==> config.mk <==
export PLATFORM = sky130hd
export DESIGN_NAME = mul_share_sched
export DESIGN_NICKNAME = d
export VERILOG_FILES = /design/src/rtl/mul_share_sched.sv
export SDC_FILE = /design/constraint.sdc
export NUM_CORES = 1
export LEC_CHECK = 0
export CAP_MARGIN = 25
export CORE_MARGIN = 2
export CORE_UTILIZATION = 35
export DETAILED_ROUTE_END_ITERATION = 8
export GPL_TIMING_DRIVEN = 1
export PLACE_DENSITY_LB_ADDON = 0.3
export REMOVE_ABC_BUFFERS = 1
export SLEW_MARGIN = 10
export SYNTH_ARGS = -nofsm -noshare
export SYNTH_HDL_FRONTEND = slang
export SYNTH_SLANG_ARGS = --single-unit
==> constraint.sdc <==
create_clock -name clk -period 4.2 [get_ports clk]
set_input_delay 1.26 -clock clk [delete_from_list [all_inputs] [get_ports clk]]
set_output_delay 1.26 -clock clk [all_outputs]
set_load 0.02 [all_outputs]
==> src/rtl/mul_share_sched.sv <==
// Round-robin scheduler sharing one fixed-latency multiplier between NREQ requesters.
// Define MUL_SHARE_SCHED_PERF_EN to add the perf_ops / perf_stall counter outputs.
module mul_share_sched #(
  parameter int NREQ      = 4,
  parameter int WIDTH_A   = 16,
  parameter int WIDTH_B   = 16,
  parameter int WIDTH_MUL = 32,
  parameter int MUL_LAT   = 0,
  parameter int IDW       = 2
) (
  input  logic                    clk,
  input  logic                    rst,
  input  logic [NREQ-1:0]         req_valid,
  output logic [NREQ-1:0]         req_ready,
  input  logic [NREQ*WIDTH_A-1:0] req_a,
  input  logic [NREQ*WIDTH_B-1:0] req_b,
  input  logic                    flush,
  output logic                    flush_done,
  output logic                    mul_pip_en,
  output logic [WIDTH_A-1:0]      mul_a,
  output logic [WIDTH_B-1:0]      mul_b,
  input  logic [WIDTH_MUL-1:0]    mul_out,
  output logic                    resp_valid,
  output logic [IDW-1:0]          resp_id,
  output logic [WIDTH_MUL-1:0]    resp_data,
  output logic                    busy
`ifdef MUL_SHARE_SCHED_PERF_EN
  ,
  output logic [31:0]             perf_ops,
  output logic [31:0]             perf_stall
`endif
);

  localparam int CW = $clog2(MUL_LAT + 3);
  localparam int TD = MUL_LAT + 1;

  typedef enum logic [1:0] {S_IDLE, S_RUN, S_DRAIN} state_t;

  state_t                   state_q, state_d;
  logic [IDW-1:0]           rr_q, rr_d;
  logic                     hold_q, hold_d;
  logic [CW-1:0]            inflight_q, inflight_d;
  logic [WIDTH_A-1:0]       mul_a_q, mul_a_d;
  logic [WIDTH_B-1:0]       mul_b_q, mul_b_d;
  logic [TD-1:0]            tag_v_q, tag_v_d;
  logic [TD-1:0][IDW-1:0]   tag_id_q, tag_id_d;
  logic                     resp_valid_q, resp_valid_d;
  logic [IDW-1:0]           resp_id_q, resp_id_d;
  logic [WIDTH_MUL-1:0]     resp_data_q, resp_data_d;

  logic                     accept;
  logic [IDW-1:0]           gnt_id;
  logic [NREQ-1:0]          grant;
  logic                     done_c;

  // Round-robin pick starting at rr_q; flush or draining blocks every grant.
  always_comb begin
    int idx;
    grant  = '0;
    gnt_id = '0;
    accept = 1'b0;
    idx    = 0;
    if (!rst && !flush && state_q != S_DRAIN) begin
      for (int k = 0; k < NREQ; k++) begin
        idx = (int'(rr_q) + k) % NREQ;
        if (!accept && req_valid[idx]) begin
          accept      = 1'b1;
          grant[idx]  = 1'b1;
          gnt_id      = IDW'(idx);
        end
      end
    end
  end

  always_comb begin
    rr_d        = rr_q;
    mul_a_d     = mul_a_q;
    mul_b_d     = mul_b_q;
    tag_v_d     = tag_v_q;
    tag_id_d    = tag_id_q;
    if (accept) begin
      rr_d    = IDW'((int'(gnt_id) + 1) % NREQ);
      mul_a_d = req_a[int'(gnt_id)*WIDTH_A +: WIDTH_A];
      mul_b_d = req_b[int'(gnt_id)*WIDTH_B +: WIDTH_B];
    end
    for (int i = TD - 1; i > 0; i--) begin
      tag_v_d[i]  = tag_v_q[i-1];
      tag_id_d[i] = tag_id_q[i-1];
    end
    tag_v_d[0]  = accept;
    tag_id_d[0] = gnt_id;
    resp_valid_d = tag_v_q[TD-1];
    resp_id_d    = tag_v_q[TD-1] ? tag_id_q[TD-1] : '0;
    resp_data_d  = tag_v_q[TD-1] ? mul_out : '0;
    inflight_d   = inflight_q + CW'(accept) - CW'(tag_v_q[TD-1]);
  end

  // hold_q remembers a completed flush so a still-high flush does not re-trigger a drain.
  always_comb begin
    state_d = state_q;
    hold_d  = hold_q;
    done_c  = 1'b0;
    case (state_q)
      S_IDLE, S_RUN: begin
        if (!flush) hold_d = 1'b0;
        if (flush && !hold_q) state_d = S_DRAIN;
        else if (accept) state_d = S_RUN;
        else if (inflight_q == '0) state_d = S_IDLE;
      end
      S_DRAIN: begin
        if (inflight_q == '0) begin
          done_c  = 1'b1;
          state_d = S_IDLE;
          hold_d  = flush;
        end
      end
      default: state_d = S_IDLE;
    endcase
  end

  always_ff @(posedge clk) begin
    if (rst) begin
      state_q      <= S_IDLE;
      rr_q         <= '0;
      hold_q       <= 1'b0;
      inflight_q   <= '0;
      mul_a_q      <= '0;
      mul_b_q      <= '0;
      tag_v_q      <= '0;
      tag_id_q     <= '0;
      resp_valid_q <= 1'b0;
      resp_id_q    <= '0;
      resp_data_q  <= '0;
    end else begin
      state_q      <= state_d;
      rr_q         <= rr_d;
      hold_q       <= hold_d;
      inflight_q   <= inflight_d;
      mul_a_q      <= mul_a_d;
      mul_b_q      <= mul_b_d;
      tag_v_q      <= tag_v_d;
      tag_id_q     <= tag_id_d;
      resp_valid_q <= resp_valid_d;
      resp_id_q    <= resp_id_d;
      resp_data_q  <= resp_data_d;
    end
  end

  assign req_ready  = grant;
  assign flush_done = done_c && !rst;
  assign busy       = (inflight_q != '0);
  assign mul_pip_en = busy || accept;
  assign mul_a      = mul_a_q;
  assign mul_b      = mul_b_q;
  assign resp_valid = resp_valid_q;
  assign resp_id    = resp_id_q;
  assign resp_data  = resp_data_q;

`ifdef MUL_SHARE_SCHED_PERF_EN
  logic [31:0] perf_ops_q, perf_ops_d;
  logic [31:0] perf_stall_q, perf_stall_d;

  // Both counters saturate instead of wrapping.
  always_comb begin
    perf_ops_d   = perf_ops_q;
    perf_stall_d = perf_stall_q;
    if (accept && perf_ops_q != 32'hFFFF_FFFF) perf_ops_d = perf_ops_q + 32'd1;
    if (!accept && (|req_valid) && perf_stall_q != 32'hFFFF_FFFF)
      perf_stall_d = perf_stall_q + 32'd1;
  end

  always_ff @(posedge clk) begin
    if (rst) begin
      perf_ops_q   <= '0;
      perf_stall_q <= '0;
    end else begin
      perf_ops_q   <= perf_ops_d;
      perf_stall_q <= perf_stall_d;
    end
  end

  assign perf_ops   = perf_ops_q;
  assign perf_stall = perf_stall_q;
`endif

endmodule

Word level (Yosys, flattened, before mapping) --
Index checks and enable logic that the tools add are counted.
Storage, ports and cells: bits in registers 77, input port bits 167, output and inout bits 74, word-level logic and storage cells 116
Cells by class: add/subtract/negate cells 6, $lt $le $gt $ge 8, equality and inequality tests 5, shift operators 2, multiplexer cells 49, bitwise operators 7, reductions and logical operators 28
Operators with widths (count):
- $shiftx 64x7->16 | 2
- $mux 4 | 8
- $mux 1 | 23
- $mux 2 | 8
- $lt 3x4->1 const B | 3
- $or 4x4->4 | 3
- $logic_and 1x1->1 | 11
- $reduce_or 2->1 | 5
- $ge 3x1->1 const B | 3
- $bmux 1 s2 | 4
- $demux 1 s2 | 4
- $logic_not 1->1 | 6
- $ne 2x2->1 const B | 3
- $add 2x1->2 const B | 2
- $add 2x2->2 const B | 2
- $logic_not 2->1 | 2
- $pmux 2 s2 | 1
- $reduce_bool 2->1 | 2
- $and 1x1->1 const A | 3
- $lt 2x3->1 const B | 1
- $reduce_and 3->1 | 1
- $add 2x1->2 | 1
- $eq 2x1->1 const B | 1
- $eq 2x2->1 const B | 1
- 5 further kinds | 5

Longest topological paths before layout --
Gate-level depths: netlist of run 1.
depth in word-level cells 20, depth in mapped cells 11

Least setup slack after synthesis of run 1 --
Ideal clock, no wire load.
path kind in2out, start in req_valid[2], end out req_ready[0], arrival 2.664 ns, path slack 0.276 ns, stages on the path 7, buffers on the path 1, path through buf_2 > mux4_2 > nor2b_4 > a22oi_1 > nor2_1 > a221oi_1 > nor2_1
Between the ends: word-level cells in the longest chain between the ends 16, elaborated cells between the ends (all ways) 34
Ends and longest elaborated chain:
- start: declaration | RTL line 13 | input logic [NREQ-1:0] req_valid,
- $bmux 1 s2 | RTL line 66 | if (!accept && req_valid[idx]) begin
- $mux 1 (not written as such) | RTL line 66
- $mux 1 | RTL line 66
- $mux 1 | RTL line 63 | if (!rst && !flush && state_q != S_DRAIN) begin
- $logic_not 1->1 | RTL line 66
- $logic_and 1x1->1 | RTL line 66
- $mux 1 | RTL line 66
- $mux 1 | RTL line 63
- $logic_not 1->1 | RTL line 66
- $logic_and 1x1->1 | RTL line 66
- $mux 1 | RTL line 66
- $mux 1 | RTL line 63
- $logic_not 1->1 | RTL line 66
- $logic_and 1x1->1 | RTL line 66
- $mux 4 (*) | RTL line 66
- $mux 4 (*) | RTL line 63
- end: declaration | RTL line 14 | output logic [NREQ-1:0] req_ready,
Every way passes the cells marked *; elsewhere a longest branch is shown, timed or not. The select of a mux whose other input is x is not followed.

Worst setup path after layout of run 1 --
start in req_valid[2], end out req_ready[2]
The elaborated chain is that of the path after synthesis.

==> results.py, run 1 <==
metrics = {
    "status": {
        "outcome": "complete, no violations",
    },
    "yosys": {
        "synth_warnings": 0,
        "yosysTopAreaCell": "dfxtp_1",
        "yosysSeqAreaShare_pct": 42.4,
        "synthMuxAreaShare_pct": 19.8,
        "ys_types": 42,
        "synth_compound_area_share_pct": 13.2,
        "synthSimpleGateAreaFrac_pct": 16.0,
        "synthTopCellsByArea": "dfxtp_1 42%, mux2i_1 18%, o221ai_1 7.7%",
        "synth_top_area_share_pct": 42.4,
        "synth.avg_cell_area_um2": 10.0,
        "synth_seq_cells": 77,
        "synthCells": 363,
        "synth_top_family_by_area": "multiplexers",
        "synth_xor_area_share_pct": 1.17,
        "netlist_area_mm2": 0.00364,
        "synth_fa_ha_area_share_pct": 3.44,
    },
    "die": {
        "chipWidth_um": 106,
        "ioPinCount": 241,
        "initial_utilization_pct": 35.6,
        "die_area_mm2": 0.0112,
        "coreArea_mm2": 0.0102,
        "rows": 37,
        "die_h_um": 106,
    },
    "sta": {
        "finClkSkew_ns": 0.0127,
        "hold_violations": 0,
        "period_minus_slack_ns": 4.16,
        "worstMarginPinSlew_ns": 0.676,
        "finalSetupTns_ns": 0,
        "slew_headroom_pct": 54.7,
        "max_clock_freq_ghz": 0.241,
        "min_period_over_period_pct": 99.0,
        "setup-violations-final": 0,
        "slew_viol_final": 0,
        "whs_ns": 0.436,
    },
    "power": {
        "p_int_mw": 1.47,
        "p_sw_share_pct": 32.8,
        "powerDensity_mw_per_mm2": 335,
        "pwr-share-clk_pct": 24.6,
        "vdd_drop_max_v": 0.000154,
        "p_comb_share_pct": 37.2,
        "leakage_nw": 2.51,
        "seqPwrFrac_pct": 38.2,
        "switching_power_mw": 0.717,
    },
    "grt": {
        "groute.usage.overall_pct": 22.2,
        "grt_overflow": 0,
        "grt_pass1_wl_um": 19200,
        "grt_max_degree": 36,
        "grt_pass1_vias": 3862,
        "antenna_found_initial": 0,
    },
    "clocking": {
        "cts_hold_buf": 0,
        "cts_tree": "built",
        "clk_path_buf_depth": 2,
        "insertion_delay_ns": 0.36,
        "cts_max_level": 3,
        "clockRootBuffer": "clkbuf_8",
        "cts.sinks": 77,
        "path_clk_slew_ns": 0.08,
        "cts_inserted_buffers": 9,
    },
    "finish": {
        "regArea_mm2": 0.00154,
        "multi_input_area_mm2": 0.00198,
        "layout_common_cells": "231 x clkdlybuf4s50_1, 77 x dfxtp_1, 66 x mux2i_1",
        "nNetsFinal": 794,
        "final_area_mm2": 0.00653,
        "layout_commonest_cell": "clkdlybuf4s50_1",
        "fillCellCount": 841,
        "drive_above_1_share_pct": 10.3,
        "syn_to_final_growth_pct": 79.4,
        "diodes": 0,
        "fin_util_pct": 63.8,
    },
    "setup_path": {
        "path_max_fanout": 4,
        "crit_chain": "dlygate4sd2_1 > mux4_2 > buf_4 > a22oi_2 > nor2_1 > a221oi_1 > nor2_1 > buf_2",
        "worstSetupPathType": "in2out",
        "path_buf_inv": 3,
        "crit_family": "buffers and inverters",
        "required_ns": 2.94,
        "crit_arrival_ns": 2.90,
        "startpoint_type": "primary input",
        "crit_start": "req_valid[2]",
        "slowest_stage": "mux4_2",
        "endpoint_kind": "output pin",
        "r2r-start": "rr_q[0]",
        "slowest_delay_ns": 0.49,
        "crit_top_cell": "nor2_1",
    },
    "worst_hold_path": {
        "holdCritPathClass": "reg2reg",
        "hold_start": "tag_id_q[1]",
    },
    "routing": {
        "wl_per_cell_um": 16.4,
        "drtIter0Drc": 101,
        "drc": 0,
        "viasPerCell": 4.97,
        "drtAntennaViolNets": 0,
        "drt-pass1-iter-count": 4,
        "vias": 3765,
        "wl_um": 12400,
    },
    "job": {
        "drv_cap": 0,
    },
    "placed_design": {
        "port_buffers": 240,
        "place_area_mm2": 0.00632,
        "detailed_place_hpwl_um": 9470,
        "place_congestion": 0.889,
    },
}
worst register-to-register path, delay by kind of cell, from the launching register on:
family | cells | cell delay, ns
buf+inv | 4 | 0.73
mux | 2 | 0.65
fa+ha+maj | 1 | 0.46
compound gates | 3 | 0.44
flops | 1 | 0.34
simple gates | 1 | 0.16
synth_stat cells:
master	number
buf_4	2
a211oi_1	1
nor3_1	2
a22o_1	1
nor2_1	19
nor2b_4	1
a221oi_1	4
clkbuf_1	16
a21oi_1	6
o21bai_1	1
nand2_1	33
nand4_1	1
nor3b_1	2
o211ai_1	3
xnor2_2	1
mux4_2	2
nand2_2	1
o21ai_2	1
nand4b_1	1
nand3b_1	1
nor2_2	1
ha_1	10
a22oi_1	4
or2_2	1
xnor2_1	1
dfxtp_1	77
a2111oi_0	1
mux2i_1	66
nand3_1	3
and2_1	34
nor2b_1	6
a21oi_4	1
buf_2	3
o221ai_1	32
nand2b_1	2
buf_6	3
or3_1	3
mux2i_2	1
o21ai_0	5
and3b_1	1
inv_1	7
xor2_1	2
registers in the layout, indices dropped and copies added (netlist names):
signal        flops
inflight_q        2
resp_id           2
state_q           2
resp_data        32
resp_valid        1
tag_id_q          2
mul_b            16
resp_valid_d      1
mul_a            16
hold_q            1
rr_q              2
metal layers:
metal | track usage (%) | up-vias | wire (um)
met5 | 1.90 | - | 27
met4 | 10.4 | 2 | 462
met3 | 7.79 | 36 | 970
met2 | 39.9 | 175 | 6430
met1 | 23.1 | 1731 | 4550
li1 | - | 1821 | -
metrics by stage:
step / std cells / power, mW / setup WS [ns]
5_1_grt: 758 / 2.30 / -0.0717
3_3_place_gp: 740 / 1.64 / -0.442
3_5_place_dp: 740 / 1.66 / -0.537
2_1_floorplan: 339 / 1.23 / 0.427
4_1_cts: 758 / 2.20 / 0.0102
6_report: 758 / 2.19 / 0.0434
logic make-up (layout without fill, tap and decap cells):
| group | Yosys count | in the layout |
|---|---|---|
| AOI/OAI and AO/OA | 60 | 60 |
| DFF | 77 | 77 |
| xor gates and xnor gates | 4 | 4 |
| muxes | 69 | 69 |
| and+or+nand+nor | 112 | 112 |
| buffers and inverters | 31 | 290 |
| adders and majority gates | 10 | 10 |
worst paths after layout:
| path | endpoint | slack, ns | depth (start not counted) |
|---|---|---|---|
| worst max-delay path | req_ready[2] | 0.04 | 8 |
| worst min-delay path | resp_id[1] | 0.44 | 1 |
| worst max register to register | mul_a[2] | 1.29 | 11 |
| worst min register to register | resp_id[1] | 0.44 | 1 |
final cells by class:
type                    count  share of cell area, %
well taps                 136                   2.61
clock inverters             7                  0.977
repair buffers            267                   40.1
flip-flops and latches     77                   23.6
clock buffers               9                   1.90
inverters                   7                  0.402
multi-input cells         255                   30.4
power groups by stage:
stage                     registers [mW]  clock network, mW  logic [mW]
after floorplan                    0.927                  0       0.304
after global placement             0.847                  0       0.794
after detailed placement           0.851                  0       0.804
after CTS                          0.835              0.556       0.808
after global routing               0.843              0.585       0.874
final                              0.835              0.538       0.814
timing repair:
item	in CTS	in global routing
pin swaps	0	1
setup buffers	2	0
resized for setup	22	6
setup endpoints to repair	5	4
Note: power is estimated with default switching activity, not from simulation.
==> inputs of run 2 (changes only) <==
--- a/config.mk
+++ b/config.mk
@@ -8,6 +8,7 @@
 export CAP_MARGIN = 25
 export CORE_MARGIN = 2
 export CORE_UTILIZATION = 35
+export CTS_CLUSTER_SIZE = 30
 export DETAILED_ROUTE_END_ITERATION = 8
 export GPL_TIMING_DRIVEN = 1
 export PLACE_DENSITY_LB_ADDON = 0.3
==> results of run 2 <==
Same layout as run 1: the final DEF is identical, and so are final timing and power.
